`src/rtl/instruction_fetch_unit.sv`:
```
// Fetch stage: PC, 1-cycle imem issue/capture, small instruction FIFO, redirect flush.
// Optional FETCH_PERF_EN adds saturating fetch/stall performance counters.
module instruction_fetch_unit #(
  parameter int ADDR_W = 12,
  parameter int DATA_W = 32,
  parameter int DEPTH  = 2
) (
  input  logic              clock,
  input  logic              ctrl_reset,
  output logic [ADDR_W-1:0] address_imem,
  output logic              fetch_req,
  input  logic [DATA_W-1:0] q_imem,
  output logic [DATA_W-1:0] insn_out,
  output logic [ADDR_W-1:0] pc_out,
  output logic              insn_valid,
  input  logic              insn_ready,
  input  logic              redirect_en,
  input  logic [ADDR_W-1:0] redirect_pc
`ifdef FETCH_PERF_EN
  ,
  output logic [31:0]       perf_fetch_cnt,
  output logic [31:0]       perf_stall_cnt
`endif
);

  localparam int CW = $clog2(DEPTH + 1);
  localparam int PW = $clog2(DEPTH);
  localparam logic [CW:0]   DEPTH_C = (CW+1)'(DEPTH);
  localparam logic [PW-1:0] LAST_P  = PW'(DEPTH - 1);

  logic [ADDR_W-1:0] fetch_pc_q, fetch_pc_d;
  logic              inflight_q, inflight_d;
  logic [ADDR_W-1:0] inflight_pc_q, inflight_pc_d;
  logic [PW-1:0]     head_q, head_d;
  logic [PW-1:0]     tail_q, tail_d;
  logic [CW-1:0]     count_q, count_d;
  logic [DATA_W-1:0] last_insn_q, last_insn_d;
  logic [ADDR_W-1:0] last_pc_q, last_pc_d;

  logic [DATA_W-1:0] insn_mem_q [DEPTH];
  logic [ADDR_W-1:0] pc_mem_q   [DEPTH];

  logic              has_head;
  logic              pop;
  logic              capture;
  logic [CW:0]       occ;

  function automatic logic [PW-1:0] ptr_inc(input logic [PW-1:0] p);
    return (p == LAST_P) ? '0 : p + PW'(1);
  endfunction

  always_comb begin
    has_head     = (count_q != '0);
    insn_valid   = !ctrl_reset && has_head;
    pop          = insn_valid && insn_ready;
    capture      = inflight_q && !redirect_en && !ctrl_reset;
    // Credit counts buffered plus in-flight words, freeing the popped slot now.
    occ          = {1'b0, count_q} + (CW+1)'(inflight_q) - (CW+1)'(pop);
    fetch_req    = !ctrl_reset && !redirect_en && (occ < DEPTH_C);
    address_imem = fetch_pc_q;

    insn_out = last_insn_q;
    pc_out   = last_pc_q;
    if (ctrl_reset) begin
      insn_out = '0;
      pc_out   = '0;
    end else if (has_head) begin
      insn_out = insn_mem_q[head_q];
      pc_out   = pc_mem_q[head_q];
    end

    fetch_pc_d    = fetch_pc_q;
    inflight_d    = 1'b0;
    inflight_pc_d = inflight_pc_q;
    head_d        = head_q;
    tail_d        = tail_q;
    count_d       = count_q;
    last_insn_d   = last_insn_q;
    last_pc_d     = last_pc_q;

    if (insn_valid) begin
      last_insn_d = insn_out;
      last_pc_d   = pc_out;
    end

    if (redirect_en) begin
      fetch_pc_d = redirect_pc;
      head_d     = '0;
      tail_d     = '0;
      count_d    = '0;
    end else begin
      if (fetch_req) begin
        inflight_d    = 1'b1;
        inflight_pc_d = fetch_pc_q;
        fetch_pc_d    = fetch_pc_q + ADDR_W'(1);
      end
      if (pop) begin
        head_d = ptr_inc(head_q);
      end
      if (capture) begin
        tail_d = ptr_inc(tail_q);
      end
      count_d = count_q + CW'(capture) - CW'(pop);
    end
  end

  always_ff @(posedge clock) begin
    if (ctrl_reset) begin
      fetch_pc_q    <= '0;
      inflight_q    <= 1'b0;
      inflight_pc_q <= '0;
      head_q        <= '0;
      tail_q        <= '0;
      count_q       <= '0;
      last_insn_q   <= '0;
      last_pc_q     <= '0;
    end else begin
      fetch_pc_q    <= fetch_pc_d;
      inflight_q    <= inflight_d;
      inflight_pc_q <= inflight_pc_d;
      head_q        <= head_d;
      tail_q        <= tail_d;
      count_q       <= count_d;
      last_insn_q   <= last_insn_d;
      last_pc_q     <= last_pc_d;
    end
  end

  always_ff @(posedge clock) begin
    if (capture) begin
      insn_mem_q[tail_q] <= q_imem;
      pc_mem_q[tail_q]   <= inflight_pc_q;
    end
  end

  overflow_a: assert property (@(posedge clock) disable iff (ctrl_reset)
    !(capture && !pop && ({1'b0, count_q} == DEPTH_C)));

`ifdef FETCH_PERF_EN
  logic [31:0] perf_fetch_q, perf_fetch_d;
  logic [31:0] perf_stall_q, perf_stall_d;

  always_comb begin
    perf_fetch_d = perf_fetch_q;
    perf_stall_d = perf_stall_q;
    if (capture && (perf_fetch_q != '1)) begin
      perf_fetch_d = perf_fetch_q + 32'd1;
    end
    if (!insn_valid && !ctrl_reset && (perf_stall_q != '1)) begin
      perf_stall_d = perf_stall_q + 32'd1;
    end
  end

  always_ff @(posedge clock) begin
    if (ctrl_reset) begin
      perf_fetch_q <= '0;
      perf_stall_q <= '0;
    end else begin
      perf_fetch_q <= perf_fetch_d;
      perf_stall_q <= perf_stall_d;
    end
  end

  assign perf_fetch_cnt = perf_fetch_q;
  assign perf_stall_cnt = perf_stall_q;
`endif

endmodule

```
`config.mk`:
```
export PLATFORM = sky130hd
export DESIGN_NAME = instruction_fetch_unit
export DESIGN_NICKNAME = d
export VERILOG_FILES = /design/src/rtl/instruction_fetch_unit.sv
export SDC_FILE = /design/constraint.sdc
export NUM_CORES = 1
export LEC_CHECK = 0
export ABC_AREA = 1
export CAP_MARGIN = 10
export CORE_ASPECT_RATIO = 1.25
export CORE_MARGIN = 5
export CORE_UTILIZATION = 53
export CTS_CLUSTER_SIZE = 12
export DETAILED_ROUTE_END_ITERATION = 10
export PLACE_DENSITY_LB_ADDON = 0.08
export RECOVER_POWER = 100
export SETUP_SLACK_MARGIN = 0.4
export SLEW_MARGIN = 10
export SYNTH_ARGS = -nofsm -noshare
export SYNTH_HDL_FRONTEND = slang
export SYNTH_SLANG_ARGS = --single-unit
```
`constraint.sdc`:
```
create_clock -name clock -period 6 [get_ports clock]
set_input_delay 1.2 -clock clock [delete_from_list [all_inputs] [get_ports clock]]
set_output_delay 1.2 -clock clock [all_outputs]
set_load 0.01 [all_outputs]
```
==> impl_metrics.toml <==
[outcome]
status = "complete, but fails checks"
violations = "capacitance limit, slew limit"

[global_route]
grt_pass1_vias = 4705
grt.total_usage_pct = 19.74
grt_pass1_wl_um = 22240
grt_max_degree = 63
antenna_found_initial = 1
gr-total-overflow = 0

[power_and_ir_drop]
ir_drop_mv = 0.2252
p_leak_nw = 3.152
p_per_area_nw_per_um2 = 317.1

[synthesis]
yosysUniqueCellTypes = 30
async_reset_ff_share_pct = 0
yosysMostFrequentCell = "nor2_1"
synth_area_leaders = "edfxtp_1 (41%), dfxtp_1 (23%), o31ai_1 (7.3%)"
synth_top_area_share_pct = 41.40
syn-mean-instance-area_sq_um = 10.55
synth_cells = 605
synthesis.nets = 656
ys_ff_latch = 162
syn_area_sq_um = 6384
synth_flop_cell = "edfxtp_1"
yosys_warnings = 0
yosysSeqAreaShare_pct = 64.60
synth-edff-count = 88
synth_top_area_cell = "edfxtp_1"
ys_top_cells_by_count = "nor2_1 (92), edfxtp_1 (88), dfxtp_1 (74), nand2_1 (64), o31ai_1 (62)"

[detailed_routing]
antenna_left = 0
drt_wl_total_um = 13770
drt-initial-drc-count = 219
wl_per_cell_um = 15.71
drt-pass1-iter-count = 4
vias = 4770
routed_via_density = 5.445
drc = 0

[floorplanning]
num_io_pins = 106
die_w_um = 108.2
fp.dieArea_sq_um = 14350
initial_core_util_pct = 54.44
fp.dieH_um = 132.7
core-area_sq_um = 11730
core.rowCount = 44

[timing]
hold_ws_ps = 456.9
rsz0062_at_grt = "false"
drv_slew = 71
max_slew_margin_pct = -24.05
tns_ps = 0
tightest_slew_ps = 1859
min_period_ps = 5385
fmax_mhz = 185.7
setup_slack_ps = 614.6
setup_viol_count_final = 0
finalCritPeriodShare_pct = 89.76
hold_violations = 0
fin_skew_ps = 9.039

[cts]
clock_latency_ps = 420
cts_resized = 0
htreeDepth = 4
ctsHoldBuffers = 0
clockBufferDepth = 2
cts-buffers-inserted = 17
post-cts-setup-buffers = 0
cts_tree = "built"
clk_pin_slew_ps = 60
cts_sinks = 162
cts-root-buf = "clkbuf_16"

[placement]
port_buffers = 105
gp_congestion = 0.8608
place_inst = 844
place_ws_ps = 894.6
place_hpwl_um = 8783

[critical_path]
crit_fanout = 55
cp_data_arrival_time_ps = 4190
crit_buf_inv = 5
cp.required_ps = 4800
critPathTopFamily = "buffers and inverters"
critical_path.endpoint_type = "primary output"
crit_slowest_cell = "dlygate4sd3_1"
path_cells = "dlygate4sd3_1 -> clkbuf_1 -> inv_8 -> nand2_1 -> nor2_1 -> nand2_4 -> inv_4 -> clkdlybuf4s50_1"
cp-start-kind = "primary input"
critPathMaxStageDelay_ps = 620
worstSetupPathType = "in -> out"

[final_layout]
multi_input_comb_area_sq_um = 1927
antennaDiodeCount = 0
area_delta_synth_final_pct = 27.89
fill_cells = 889
final_core_util_pct = 69.62
drive_gt1_share_pct = 6.154
layout.nets = 753
fin_cells = 876
register_area_sq_um = 4125

[worst_hold_path]
hold_path.class = "reg -> reg"

[flow_run]
maxCapViolCount = 2
[power breakdown]
group          total, mW  switching [mW]  internal (mW)  leakage [nW]
Sequential          1.21          0.0161           1.19          1.40
Clock               1.26           0.425          0.838         0.335
Combinational      0.118          0.0645         0.0535          1.41
Total               2.59           0.506           2.08          3.15
[kinds of logic after synthesis]
logic type               synth area share, %
AO/OA/AOI/OAI                          14.58
XOR/XNOR                              0.5489
adder cells (fa/ha/maj)               0.7056
buffers and inverters                  4.822
flip-flops                             64.60
AND/OR/NAND/NOR                        14.74
[cell usage in the layout, fill, tap and decap left out, types with 7 or more instances in the layout]
cell,n
dfxtp_1,73
dlygate4sd3_1,90
inv_1,28
a21oi_1,58
o31ai_1,62
edfxtp_1,88
bufinv_16,7
nor2_1,91
o21ai_0,26
nand2_1,65
clkbuf_16,17
nand3_1,54
clkdlybuf4s50_1,15
[state kept, by name, indices dropped and copies added, names as in the netlist, 2 cells and up, named ones only]
register / count
last_insn_q: 32
pc_mem_q: 24
count_q: 2
last_pc_q: 12
insn_mem_q: 64
address_imem: 12
inflight_pc_q: 12
[worst register-to-register path, delay by kind of cell, from the launching register on]
family / cells / cell delay, ps
and+or+nand+nor: 1 / 280
DFF: 1 / 950
buffers and inverters: 2 / 1670
AOI/OAI and AO/OA: 1 / 110
[per-layer routing]
layer  vias up  global-route usage, %  wire length (um)
li1       2350                      -                 -
met1      2251                  23.00              5657
met2       146                  34.47              7117
met3        21                  5.214               728
met4         2                  7.509               247
met5         -                      0                15
[worst paths after layout]
kind | start | endpoint | slack [ps] | depth (start not counted)
worst min-delay path | inflight_pc_q[6] | pc_mem_q[1][6] | 460 | 0
worst max register to register | register | last_pc_q[4] | 2830 | 4
worst max-delay path | ctrl_reset | fetch_req | 610 | 8
worst min register to register | inflight_pc_q[6] | pc_mem_q[1][6] | 460 | 0
[metrics by stage]
step,total power [mW],cell area [sq um]
after floorplan,1.290,6384
after global placement,1.356,7520
after detailed placement,1.361,7520
after CTS,2.613,8219
after global routing,2.661,8164
final,2.589,8164
[layout make-up]
| cell class | count | share of cell area, % |
|---|---|---|
| clock buffer | 20 | 5.471 |
| multi-input combinational | 377 | 23.60 |
| sequential | 162 | 50.53 |
| clock inverter | 12 | 3.096 |
| timing repair buffer | 110 | 13.15 |
| tap | 161 | 2.467 |
| inverter | 34 | 1.686 |
No activity file was read; power rests on OpenSTA's default activity.
